$ cat src/rtl/uart_pkg.sv
// Shared UART definitions for the host link (transmit and receive paths).
//   tx_state_t         serializer states
//   UART_DATA_BITS     data bits per 8N1 frame
//   UART_CLKS_PER_BIT  default bit period in clk cycles (4 Mbaud at 100 MHz)
package uart_pkg;

    typedef enum logic [1:0] {
        TX_IDLE,
        TX_START,
        TX_DATA,
        TX_STOP
    } tx_state_t;

    localparam int UART_DATA_BITS    = 8;
    localparam int UART_CLKS_PER_BIT = 25;

endpackage

$ cat src/rtl/uart_byte_tx.sv
// Single-byte 8N1 serializer.
//   clk_in     system clock
//   rst_in     synchronous, active-high reset
//   byte_in    byte to send, taken when valid_in && ready_out
//   valid_in   byte_in valid
//   ready_out  idle, or in the last cycle of a stop bit (allows gap-free frames)
//   tx_out     serial output, idle high
//
// state    | meaning
// TX_IDLE  | line high, waiting for a byte
// TX_START | start bit (low) for CLKS_PER_BIT cycles
// TX_DATA  | 8 data bits, LSB first, CLKS_PER_BIT cycles each
// TX_STOP  | stop bit (high); on its last cycle a new byte may be taken
module uart_byte_tx
    import uart_pkg::*;
#(
    parameter int CLKS_PER_BIT = UART_CLKS_PER_BIT
) (
    input  logic       clk_in,
    input  logic       rst_in,
    input  logic [7:0] byte_in,
    input  logic       valid_in,
    output logic       ready_out,
    output logic       tx_out
);

    localparam int               CNT_W    = (CLKS_PER_BIT > 1) ? $clog2(CLKS_PER_BIT) : 1;
    localparam logic [CNT_W-1:0] CNT_MAX  = CNT_W'(CLKS_PER_BIT - 1);
    localparam logic [2:0]       BIT_LAST = 3'(UART_DATA_BITS - 1);

    tx_state_t        state;
    logic [CNT_W-1:0] baud_cnt;
    logic [2:0]       bit_idx;
    logic [7:0]       shift_q;
    logic             baud_wrap;

    assign baud_wrap = (baud_cnt == CNT_MAX);

    // Accepting on the final stop-bit cycle makes the next start bit follow
    // directly, so the frames of one word run back-to-back.
    assign ready_out = (state == TX_IDLE) || ((state == TX_STOP) && baud_wrap);

    always_ff @(posedge clk_in) begin
        if (rst_in) begin
            state    <= TX_IDLE;
            tx_out   <= 1'b1;
            baud_cnt <= '0;
            bit_idx  <= '0;
            shift_q  <= '0;
        end else begin
            if ((state == TX_IDLE) || baud_wrap) begin
                baud_cnt <= '0;
            end else begin
                baud_cnt <= baud_cnt + CNT_W'(1);
            end

            case (state)
                TX_IDLE: begin
                    if (valid_in) begin
                        shift_q <= byte_in;
                        state   <= TX_START;
                        tx_out  <= 1'b0;
                    end
                end
                TX_START: begin
                    if (baud_wrap) begin
                        state   <= TX_DATA;
                        bit_idx <= '0;
                        tx_out  <= shift_q[0];
                    end
                end
                TX_DATA: begin
                    if (baud_wrap) begin
                        if (bit_idx == BIT_LAST) begin
                            state  <= TX_STOP;
                            tx_out <= 1'b1;
                        end else begin
                            bit_idx <= bit_idx + 3'd1;
                            shift_q <= {1'b0, shift_q[7:1]};
                            tx_out  <= shift_q[1];
                        end
                    end
                end
                TX_STOP: begin
                    if (baud_wrap) begin
                        if (valid_in) begin
                            shift_q <= byte_in;
                            state   <= TX_START;
                            tx_out  <= 1'b0;
                        end else begin
                            state   <= TX_IDLE;
                            tx_out  <= 1'b1;
                        end
                    end
                end
                default: begin
                    state  <= TX_IDLE;
                    tx_out <= 1'b1;
                end
            endcase
        end
    end

endmodule

$ cat src/rtl/uart_word_tx.sv
// Word-to-UART return path: sends WORD_WIDTH-bit words as 8N1 frames,
// low byte first, data bits LSB first.
//   clk_in          system clock
//   rst_in          synchronous, active-high reset
//   word_in         word to transmit, captured on acceptance
//   word_valid_in   word_in valid
//   word_ready_out  block can accept a word this cycle (registered)
//   tx_out          UART serial output, idle high
//   busy_out        high while any frame of the current word is in flight
// Optional build macro UART_WORD_TX_CHECKSUM_EN appends one frame carrying
// the XOR of all bytes of the word.
module uart_word_tx
    import uart_pkg::*;
#(
    parameter int WORD_WIDTH   = 64,
    parameter int CLKS_PER_BIT = UART_CLKS_PER_BIT
) (
    input  logic                  clk_in,
    input  logic                  rst_in,
    input  logic [WORD_WIDTH-1:0] word_in,
    input  logic                  word_valid_in,
    output logic                  word_ready_out,
    output logic                  tx_out,
    output logic                  busy_out
);

    localparam int N_BYTES = WORD_WIDTH / 8;
`ifdef UART_WORD_TX_CHECKSUM_EN
    localparam int N_FRAMES = N_BYTES + 1;
`else
    localparam int N_FRAMES = N_BYTES;
`endif
    localparam int               IDX_W    = $clog2(N_FRAMES + 1);
    localparam logic [IDX_W-1:0] IDX_DONE = IDX_W'(N_FRAMES);

    logic [WORD_WIDTH-1:0] shift_q;
    logic [IDX_W-1:0]      byte_idx;
    logic [7:0]            byte_data;
    logic                  byte_valid;
    logic                  byte_ready;
    logic                  word_fire;
    logic                  byte_fire;
    logic                  all_sent;
`ifdef UART_WORD_TX_CHECKSUM_EN
    localparam logic [IDX_W-1:0] IDX_CSUM = IDX_W'(N_BYTES);
    logic [7:0]            csum_q;
`endif

    assign word_fire = word_valid_in && word_ready_out;
    assign all_sent  = (byte_idx == IDX_DONE);
    assign byte_fire = byte_valid && byte_ready;

    // Byte 0 goes straight from word_in so the start bit falls the cycle
    // after acceptance; later bytes come from the shift register.
    always_comb begin
        byte_data  = shift_q[7:0];
        byte_valid = 1'b0;
        if (word_ready_out) begin
            byte_data  = word_in[7:0];
            byte_valid = word_valid_in;
        end else if (busy_out && !all_sent) begin
            byte_valid = 1'b1;
`ifdef UART_WORD_TX_CHECKSUM_EN
            if (byte_idx == IDX_CSUM) begin
                byte_data = csum_q;
            end
`endif
        end
    end

    always_ff @(posedge clk_in) begin
        if (rst_in) begin
            word_ready_out <= 1'b1;
            busy_out       <= 1'b0;
            byte_idx       <= '0;
            shift_q        <= '0;
`ifdef UART_WORD_TX_CHECKSUM_EN
            csum_q         <= '0;
`endif
        end else if (word_fire) begin
            word_ready_out <= 1'b0;
            busy_out       <= 1'b1;
            byte_idx       <= IDX_W'(1);
            shift_q        <= word_in >> 8;
`ifdef UART_WORD_TX_CHECKSUM_EN
            csum_q         <= word_in[7:0];
`endif
        end else if (busy_out) begin
            if (byte_fire) begin
                byte_idx <= byte_idx + IDX_W'(1);
                shift_q  <= shift_q >> 8;
`ifdef UART_WORD_TX_CHECKSUM_EN
                // Once the data bytes are gone the shift register is zero,
                // so the checksum frame leaves csum_q unchanged.
                csum_q   <= csum_q ^ shift_q[7:0];
`endif
            end else if (all_sent && byte_ready) begin
                // Last stop-bit cycle of the final frame.
                word_ready_out <= 1'b1;
                busy_out       <= 1'b0;
                byte_idx       <= '0;
            end
        end
    end

    uart_byte_tx #(
        .CLKS_PER_BIT (CLKS_PER_BIT)
    ) u_byte_tx (
        .clk_in    (clk_in),
        .rst_in    (rst_in),
        .byte_in   (byte_data),
        .valid_in  (byte_valid),
        .ready_out (byte_ready),
        .tx_out    (tx_out)
    );

endmodule

$ cat config.mk
export PLATFORM = sky130hd
export DESIGN_NAME = uart_word_tx
export DESIGN_NICKNAME = d
export VERILOG_FILES = /design/src/rtl/uart_pkg.sv /design/src/rtl/uart_byte_tx.sv /design/src/rtl/uart_word_tx.sv
export SDC_FILE = /design/constraint.sdc
export NUM_CORES = 1
export LEC_CHECK = 0
export ABC_AREA = 0
export CAP_MARGIN = 20
export CORE_MARGIN = 2
export CORE_UTILIZATION = 40
export CTS_CLUSTER_SIZE = 8
export DETAILED_ROUTE_END_ITERATION = 12
export GPL_TIMING_DRIVEN = 1
export PLACE_DENSITY = 0.75
export SETUP_SLACK_MARGIN = 0.02
export SYNTH_ARGS = -nofsm -noshare
export SYNTH_HDL_FRONTEND = slang
export SYNTH_SLANG_ARGS = --single-unit
$ cat constraint.sdc
create_clock -name clk_in -period 3.85 [get_ports clk_in]
set_input_delay 0.5775 -clock clk_in [delete_from_list [all_inputs] [get_ports clk_in]]
set_output_delay 0.5775 -clock clk_in [all_outputs]
set_load 0.02 [all_outputs]
==> summary.txt, run 1 <==
Routing
  – DR iter-0 viols: 252
  – Wire length per cell: 15.4 um
  – Routed via count: around 3800
  – DRC: 0
  – Post-Route WL: 10.3 mm
  – DR vias/cell: 5.70
  – Drt pass-1 iters: 5
  – ANT nets after route: 0

Worst hold path
  – WHS Endpoint: u_byte_tx.shift_q[7]
  – HP Start: u_byte_tx.shift_q[7]
  – Hold path cells: 2
  – Min-delay worst type: reg -> reg

Clock network
  – Postcts setup bufs: 0
  – CTS tree: yes
  – Clk_lat worst skew: 350 ps
  – Hold_buf cts: 0
  – Post-CTS Resized: 0
  – Clock slew at reported path FFs: 80 ps
  – # clock sinks: 81
  – Htree depth: 3
  – Longest Clk Path Bufs: 2
  – CTS root buffer: clkbuf_8
  – Total CTS buffers: 9

Power
  – Net Sw Frac: 0.326
  – Pint: approximately 1.5 mW
  – Leak pwr: approximately 1.7 nW
  – Sw Pwr: 744 uW
  – Sequential power share: 0.439
  – Maximum vdd drop: 0.000249 V
  – Share of power burned in the clock network: 0.272
  – Pwr/cell area: 454 nW/um^2
  – Comb pwr share: 0.289

Logic synthesis
  – Yosys top cell by area: dfxtp_1
  – Syn Inst Count: 485
  – Synth async-reset ratio: 0
  – Synth unique cells: 52
  – Syn_area_per_cell: approximately 8.5 sq um
  – Sequential share of the synthesized area: 0.393
  – Commonest cells in the synthesized netlist: dfxtp_1 (81), nor2_1 (65), o21ai_0 (41)
  – Synthesized net count: 564
  – FF+latch count, synth: 81
  – Share of the synthesized area in the top cell type: 0.393
  – Synthesized area: 4130 sq um
  – Top FF cell, synth: dfxtp_1
  – Post-synth EDFFs: 0
  – Cell with the most instances after synthesis: dfxtp_1
  – Synth warn: 0
  – Area contributors post-synth: dfxtp_1 (39%), a311oi_1 (7.0%), nor2_1 (5.9%)

Floorplan
  – Num rows: 37
  – Io pins: 70
  – Initial Util: 0.405
  – Vert. Die Dim: roughly 110 um
  – Core ar.: approximately 10000 sq um
  – Die ar.: 11100 sq um
  – Chip Width: ~110 um

Global route
  – Wire length of the first global-routing pass: around 17 mm
  – GRT Total Usage: 0.186
  – GR Overflow Total: 0
  – Vias in the first global route: between 3000 and 4000
  – Pin count of the biggest net entering global routing: 93
  – Initial antenna violation count: 0

Place
  – Placer Congestion: approximately 0.79
  – I/O Buffers: just under 70
  – Post-DP HPWL: 6.86 mm
  – DP Area: 4800 sq um

Status
  – Status: completed

Critical path
  – R2r setup slk: roughly 1100 ps
  – Reg2reg path depth: 5
  – Worst setup path category: reg -> reg
  – Reg2Reg Launch Point: word_ready_out
  – Arr. time, crit path: 2970 ps
  – Startpoint Class: flop
  – Req. time, crit path: 4060 ps
  – Reg-to-Reg End: shift_q[41]
  – CP max FO: 30
  – Setup crit end kind: flop

Timing
  – Skew final: just under 8 ps
  – Setup TNS: 0 ps
  – Count of final hold-check violations: 0
  – Unrepaired setup endpoints after global routing: false
  – Final slew viol count: 0
  – F_max: around 360 MHz
  – Tcrit/Tclk final: 0.717
  – Final setup violation count: 0
  – Worst slew margin: 0.383
  – Tmin final: between 2000 and 3000 ps
  – Measured slew at the worst slew-check pin: between 900 and 1000 ps

Finish
  – Final #Nets: 603
  – N_diodes: 0
  – Share of layout cells above drive strength 1: 0.0737
  – Cell area after layout: around 5000 sq um
  – Synth-to-Final Area Change: 21.6%
  – Fillers: 980

Flow run
  – Max Cap Violations: 0
[final cells by class]
class	count	area, sq um	share of cell area
Multi-Input combinational cell	343	2220	0.443
Timing Repair Buffer	77	758	0.151
Inverter	12	45.0	0.00898
Clock buffer	12	145	0.0289
Tap cell	136	170	0.0339
Sequential cell	81	1620	0.323
Clock inverter	4	51.3	0.0102
[power by group through the flow]
stage,clock network [mW],registers (mW),logic [mW]
after floorplan,0,1.01,0.477
after global placement,0,1.02,0.622
after detailed placement,0,1.02,0.645
after CTS,0.631,1.00,0.648
after global routing,0.665,1.01,0.728
final,0.619,1.00,0.659
[worst max-delay path by stage]
stage	cells past startpoint	to	slack, ps	from
2_1_floorplan	9	shift_q[35]	1960	u_byte_tx.baud_cnt[0]
3_3_place_gp	6	u_byte_tx.tx_out	1030	word_valid_in
3_5_place_dp	6	shift_q[41]	890	word_valid_in
4_1_cts	6	shift_q[41]	890	byte_idx[0]
5_1_grt	5	shift_q[41]	830	word_ready_out
6_report	5	shift_q[41]	1090	word_ready_out
[through the flow]
step / total power [mW] / hold WS, ps / worst slack (ps) / std cells / utilization
after floorplan: 1.48 / 430 / 1960 / 485 / -
final: 2.28 / 468 / 1090 / 665 / 0.492
after global routing: 2.41 / 494 / 834 / 665 / 0.492
after CTS: 2.28 / 473 / 889 / 664 / 0.490
after global placement: 1.64 / 441 / 1030 / 648 / 0.471
after detailed placement: 1.66 / 459 / 888 / 648 / 0.471
[kinds of logic after synthesis]
group | synth area share
AOI/OAI and AO/OA | 0.264
xor gates and xnor gates | 0.00637
adders and majority gates | 0.0364
buffers and inverters | 0.0685
DFF | 0.393
muxes | 0.0413
and+or+nand+nor | 0.191
[sequential cells by signal, summed over array words and instances, names as in the netlist]
name	cells
byte_idx	4
u_byte_tx.baud_cnt	5
u_byte_tx.bit_idx	3
u_byte_tx.tx_out	1
busy_out	1
u_byte_tx.shift_q	8
shift_q	56
u_byte_tx.state	2
word_ready_out	1
[cells in the final DEF, fill, tap and decap left out, types with 9 or more instances in the layout]
cell,count
a2111oi_1,9
nor2_1,65
dfxtp_1,81
nand3_1,38
a21oi_1,17
clkdlybuf4s50_1,68
o21ai_0,41
o211ai_1,10
nand2_1,23
inv_1,12
a311oi_1,33
a211oi_1,9
ha_1,12
clkbuf_8,10
[metal layers]
metal	wire length (um)	track usage	part of all wire	vias to the layer above
li1	-	-	-	1884
met3	443	0.0402	0.043	13
met5	0	0	0	-
met4	147	0.0498	0.014	0
met1	4610	0.242	0.45	1794
met2	5070	0.313	0.49	101
[critical path, stage by stage (launching register included)]
cell and delay, ps:
dfxtp_1 740, mux2_2 470, nand2_1 460, buf_4 390, nor4_1 90, a2111oi_0 460
No activity file was read; power rests on OpenSTA's default activity.
==> run 2: changes to the inputs <==
clock period = 2.6 ns   (was 3.85 ns; I/O delays follow)
==> run 2 against run 1 <==
  * Non-clock buffer count is 8 higher
  * Combinational power is 56% higher
  * First-iteration DRC count is 0.79% lower
  * Via count is 0.66% higher
  * Fmax is 16% higher
  * Utilization is 1.1 points higher
  * Clock skew is 2.0 ps higher
==> summary.txt, run 2 (same netlist as run 1, synthesis figures left out) <==
Timing
  – Final slew viol count: 0
  – Worst hold margin: 483 ps
  – F_max: 422 MHz
  – Tmin final: ~2400 ps
  – Final worst slack: 228 ps
  – Worst slew margin: 0.348
  – Tcrit/Tclk final: 0.912
  – Unrepaired setup endpoints after global routing: false
  – Setup TNS: 0 ps
  – Skew final: 9.86 ps
  – Final setup violation count: 0
  – Measured slew at the worst slew-check pin: 978 ps
  – Count of final hold-check violations: 0

Critical path
  – Buf+Inv Stages, Crit Path: 1
  – CP top delay family: compound AO/OA/AOI/OAI gates
  – Worst setup path category: reg -> reg
  – Arr. time, crit path: 2600 ps
  – CP max stage cell: a2111oi_0
  – Delay of the slowest critical-path stage: 470 ps
  – Startpoint Class: flop
  – Setup crit end kind: flop
  – Req. time, crit path: 2830 ps
  – CP max FO: 16
  – Crit-path cells: inv_1 -> ha_1 -> and4b_1 -> a31o_2 -> nand2_1 -> a2111oi_0

Floorplan
  – Num rows: 37
  – Io pins: 70
  – Die ar.: 11100 sq um
  – Initial Util: 0.405
  – Core ar.: 10200 sq um
  – Vert. Die Dim: 106 um
  – Chip Width: 106 um

Global route
  – GR Overflow Total: 0
  – GRT Total Usage: 0.186
  – Pin count of the biggest net entering global routing: 93
  – Wire length of the first global-routing pass: approximately 17 mm
  – Vias in the first global route: 3583
  – Initial antenna violation count: 0

Clock network
  – Clk_lat worst skew: 360 ps
  – Hold_buf cts: 0
  – Total CTS buffers: 9
  – Longest Clk Path Bufs: 2
  – Clock slew at reported path FFs: 90 ps
  – Htree depth: 3
  – CTS tree: yes
  – # clock sinks: 81
  – Post-CTS Resized: 0
  – CTS root buffer: clkbuf_8

Finish
  – Final #Nets: 612
  – Commonest non-fill, non-tap cells in the layout: dfxtp_1 (81), clkdlybuf4s50_1 (68), nor2_1 (65)
  – Cell area after layout: 5130 sq um
  – Largest register FFs: 56
  – Most common cell after layout, fill and taps aside: dfxtp_1
  – Finished Core Util: 0.503
  – Non-Filler Instances: 674
  – Regs by FF count: shift_q (56), u_byte_tx.shift_q (8), u_byte_tx.baud_cnt (5)
  – N_diodes: 0
  – Share of layout cells above drive strength 1: 0.0929
  – Synth-to-Final Area Change: 24.3%
  – Reg with most FFs: shift_q
  – Fillers: 976

Routing
  – DRC: 0
  – Drt pass-1 iters: 5
  – DR vias/cell: between 5 and 6
  – ANT nets after route: 0
  – Post-Route WL: 10.5 mm
  – Wire length per cell: 15.5 um
  – DR iter-0 viols: 250
  – Routed via count: around 3800

Worst hold path
  – Min-delay worst type: reg -> reg

Place
  – Dpl ws: -131 ps
  – Placer Congestion: around 0.83
  – DP Area: between 4000 and 5000 sq um
  – I/O Buffers: 69
  – Post-DP HPWL: 6.91 mm
  – DP Cell Count: 654

Flow run
  – Max Cap Violations: 0

Power
  – Leak pwr: around 1.8 nW
  – Tot Pwr: 3.47 mW
  – Maximum vdd drop: 0.000353 V
  – Pwr/cell area: 676 nW/um^2

Status
  – Status: completed
run 2: cell types whose count changed in the layout (fill, tap and decap cells not counted):
| cell | before | now |
|---|---|---|
| buf_12 | 1 | 4 |
| buf_4 | 7 | 12 |
| clkbuf_1 | 2 | 0 |
| clkbuf_8 | 10 | 9 |
| clkinv_4 | 0 | 1 |
| clkinvlp_4 | 1 | 2 |
| inv_8 | 0 | 1 |
| o21ai_2 | 0 | 1 |
run 2: area by class of cell:
cell class	count	area, sq um	area share
Clock buffer	9	124	0.0242
Inverter	12	45.0	0.00878
Timing Repair Buffer	85	856	0.167
Tap cell	136	170	0.0332
Multi-Input combinational cell	344	2230	0.435
Clock inverter	7	78.8	0.0154
Sequential cell	81	1620	0.316
run 2: where the power goes:
part / internal (mW) / switching [mW] / leakage, nW / total, mW
Combinational: 0.449 / 0.585 / 0.994 / 1.03
Sequential: 1.39 / 0.0873 / 0.668 / 1.48
Clock: 0.453 / 0.499 / 0.0977 / 0.952
Total: 2.29 / 1.17 / 1.76 / 3.47
run 2: timing repair:
| action | CTS | global route |
|---|---|---|
| pin swaps | 1 | 1 |
| setup endpoints to repair | 7 | 3 |
| gates cloned | 1 | 0 |
| buffers inserted | 0 | 3 |
run 2: worst paths after layout:
check                                           start                    end  slack [ps]  depth (start not counted)
worst max-delay path            u_byte_tx.baud_cnt[0]            shift_q[41]         230                          6
worst min register to register  u_byte_tx.baud_cnt[0]  u_byte_tx.baud_cnt[0]         480                          1
worst min-delay path            u_byte_tx.baud_cnt[0]  u_byte_tx.baud_cnt[0]         480                          1
worst max register to register  u_byte_tx.baud_cnt[0]            shift_q[41]         230                          6
run 2: worst register-to-register path, delay by kind of cell, from the launching register on:
| family | cells | cell delay [ps] |
|---|---|---|
| compound gates | 2 | 920 |
| simple gates | 2 | 750 |
| flops | 1 | 340 |
| fa+ha+maj | 1 | 160 |
| buf+inv | 1 | 70 |
run 2: per-layer routing:
layer	global-route usage	share of wire	routed length, um	vias to the layer above
met2	0.308	0.48	5030	101
li1	-	-	-	1902
met1	0.245	0.46	4810	1800
met4	0.0705	0.015	161	0
met3	0.0291	0.044	464	14
met5	0	0	0	-
==> run 3: changes to the inputs <==
MAX_ROUTING_LAYER = met4   (was unset)
==> run 3 against run 2 <==
  * Setup slack lost 5.3 ps
  * Final cell count is the same
  * Sequential share of layout area is the same
  * Critical path type unchanged
  * Critical endpoint unchanged
  * Largest cell class unchanged
  * Largest power group unchanged
==> summary.txt, run 3 (same netlist as run 1, synthesis figures left out) <==
Status
  – Status: completed

Global route
  – GRT Total Usage: 0.192
  – Pin count of the biggest net entering global routing: 93
  – Initial antenna violation count: 0
  – Vias in the first global route: 3594
  – Wire length of the first global-routing pass: 17.0 mm
  – GR Overflow Total: 0

Routing
  – DR WL met3: 401 um
  – DR iter-0 viols: 282
  – Drt pass-1 iters: 5
  – DR vias/cell: 5.65
  – Highest Signal Layer: met4
  – ANT nets after route: 0
  – Post-Route WL: 10.5 mm
  – Met2 routed WL: 5.03 mm
  – DRC: 0
  – Wire length per cell: 15.5 um
  – Routed via count: roughly 3800
  – WL met1: about 5 mm

Critical path
  – Setup crit end kind: flop
  – Worst setup path category: reg -> reg
  – Reg2reg path depth: 6
  – CP max FO: 16
  – Crit-path cells: inv_1 -> ha_1 -> and4b_1 -> a31o_2 -> nand2_1 -> a2111oi_0
  – CP max stage cell: a2111oi_0
  – Arr. time, crit path: 2610 ps
  – Req. time, crit path: 2830 ps
  – Startpoint Class: flop
  – Delay of the slowest critical-path stage: 470 ps

Finish
  – Synth-to-Final Area Change: 24.3%
  – Commonest non-fill, non-tap cells in the layout: dfxtp_1 (81), clkdlybuf4s50_1 (68), nor2_1 (65)
  – Reg with most FFs: shift_q
  – Fillers: slightly below 1000
  – N_diodes: 0
  – Share of layout cells above drive strength 1: 0.0929
  – Cell area after layout: around 5100 sq um
  – Finished Core Util: 0.503
  – Regs by FF count: shift_q (56), u_byte_tx.shift_q (8), u_byte_tx.baud_cnt (5)
  – Final #Nets: 612
  – Largest register FFs: 56
  – Most common cell after layout, fill and taps aside: dfxtp_1

Clock network
  – CTS root buffer: clkbuf_8
  – Clk_lat worst skew: about 360 ps
  – # clock sinks: around 80
  – Htree depth: 3
  – Total CTS buffers: 9
  – Longest Clk Path Bufs: 2
  – Clock slew at reported path FFs: 90 ps
  – Post-CTS Resized: 0
  – CTS tree: yes

Power
  – Leak pwr: approximately 1.8 nW
  – Maximum vdd drop: 0.000352 V
  – Pwr/cell area: 676 nW/um^2

Timing
  – F_max: 421 MHz
  – Skew final: about 12 ps
  – Measured slew at the worst slew-check pin: 974 ps
  – Unrepaired setup endpoints after global routing: false
  – Tmin final: 2380 ps
  – Tcrit/Tclk final: 0.914
  – Final slew viol count: 0
  – Final worst slack: 223 ps
  – Count of final hold-check violations: 0
  – Worst slew margin: 0.351
  – Final setup violation count: 0

Floorplan
  – Num rows: 37
  – Initial Util: 0.405
  – Chip Width: around 110 um
  – Core ar.: between 10000 and 15000 sq um
  – Vert. Die Dim: 106 um
  – Io pins: 70
  – Die ar.: 11100 sq um

Place
  – Placer Congestion: 0.846
  – Post-DP HPWL: 6.91 mm
  – DP Area: 4890 sq um
  – Dpl ws: -131 ps
  – I/O Buffers: just under 70

Worst hold path
  – Min-delay worst type: reg -> reg
  – Hold path cells: 1

Flow run
  – Max Cap Violations: 0
run 3: final cells by class:
| cell class | instances | area (sq um) | share of cell area |
|---|---|---|---|
| well taps | 136 | 170 | 0.0332 |
| multi-input cells | 344 | 2230 | 0.435 |
| inverters | 12 | 45.0 | 0.00878 |
| flip-flops and latches | 81 | 1620 | 0.316 |
| repair buffers | 85 | 856 | 0.167 |
| clock inverters | 7 | 78.8 | 0.0154 |
| clock buffers | 9 | 124 | 0.0242 |
run 3: power by group:
group          total, mW  switching (mW)  internal, mW  leakage (nW)
Clock              0.953           0.499         0.453        0.0977
Sequential          1.48          0.0879          1.39         0.668
Combinational       1.03           0.585         0.449         0.994
run 3: per-layer routing:
| metal | vias to the layer above | global-route usage |
|---|---|---|
| li1 | 1903 | - |
| met1 | 1805 | 0.244 |
| met2 | 84 | 0.309 |
| met3 | 13 | 0.0291 |
| met4 | 0 | 0.0705 |
| met5 | - | - |
run 3: what timing repair did:
item,in CTS,in global routing
setup endpoints to repair,7,3
gates cloned,1,0
hold buffers,0,0
pin swaps,1,1
buffers inserted,0,3
run 3: path summary, 6_finish.rpt:
kind                           end                  start  slack (ps)
min reg2reg  u_byte_tx.baud_cnt[0]  u_byte_tx.baud_cnt[0]         480
max reg2reg            shift_q[41]  u_byte_tx.baud_cnt[0]         220
max                    shift_q[41]  u_byte_tx.baud_cnt[0]         220
min          u_byte_tx.baud_cnt[0]  u_byte_tx.baud_cnt[0]         480
run 3: through the flow:
step / power [mW] / instances / hold slack [ps] / setup TNS (ps)
after floorplan: 2.20 / 485 / 430 / 0
after global placement: 2.48 / 654 / 440 / 0
after detailed placement: 2.52 / 654 / 472 / -182
after CTS: 3.47 / 671 / 486 / 0
after global routing: 3.65 / 674 / 509 / 0
final: 3.47 / 674 / 483 / 0
run 3: critical path: cells and delay by family, from the launching register on:
kind,cells,cell delay (ps)
AO/OA/AOI/OAI,2,930
adder cells (fa/ha/maj),1,160
buffers and inverters,1,70
flip-flops,1,340
AND/OR/NAND/NOR,2,740
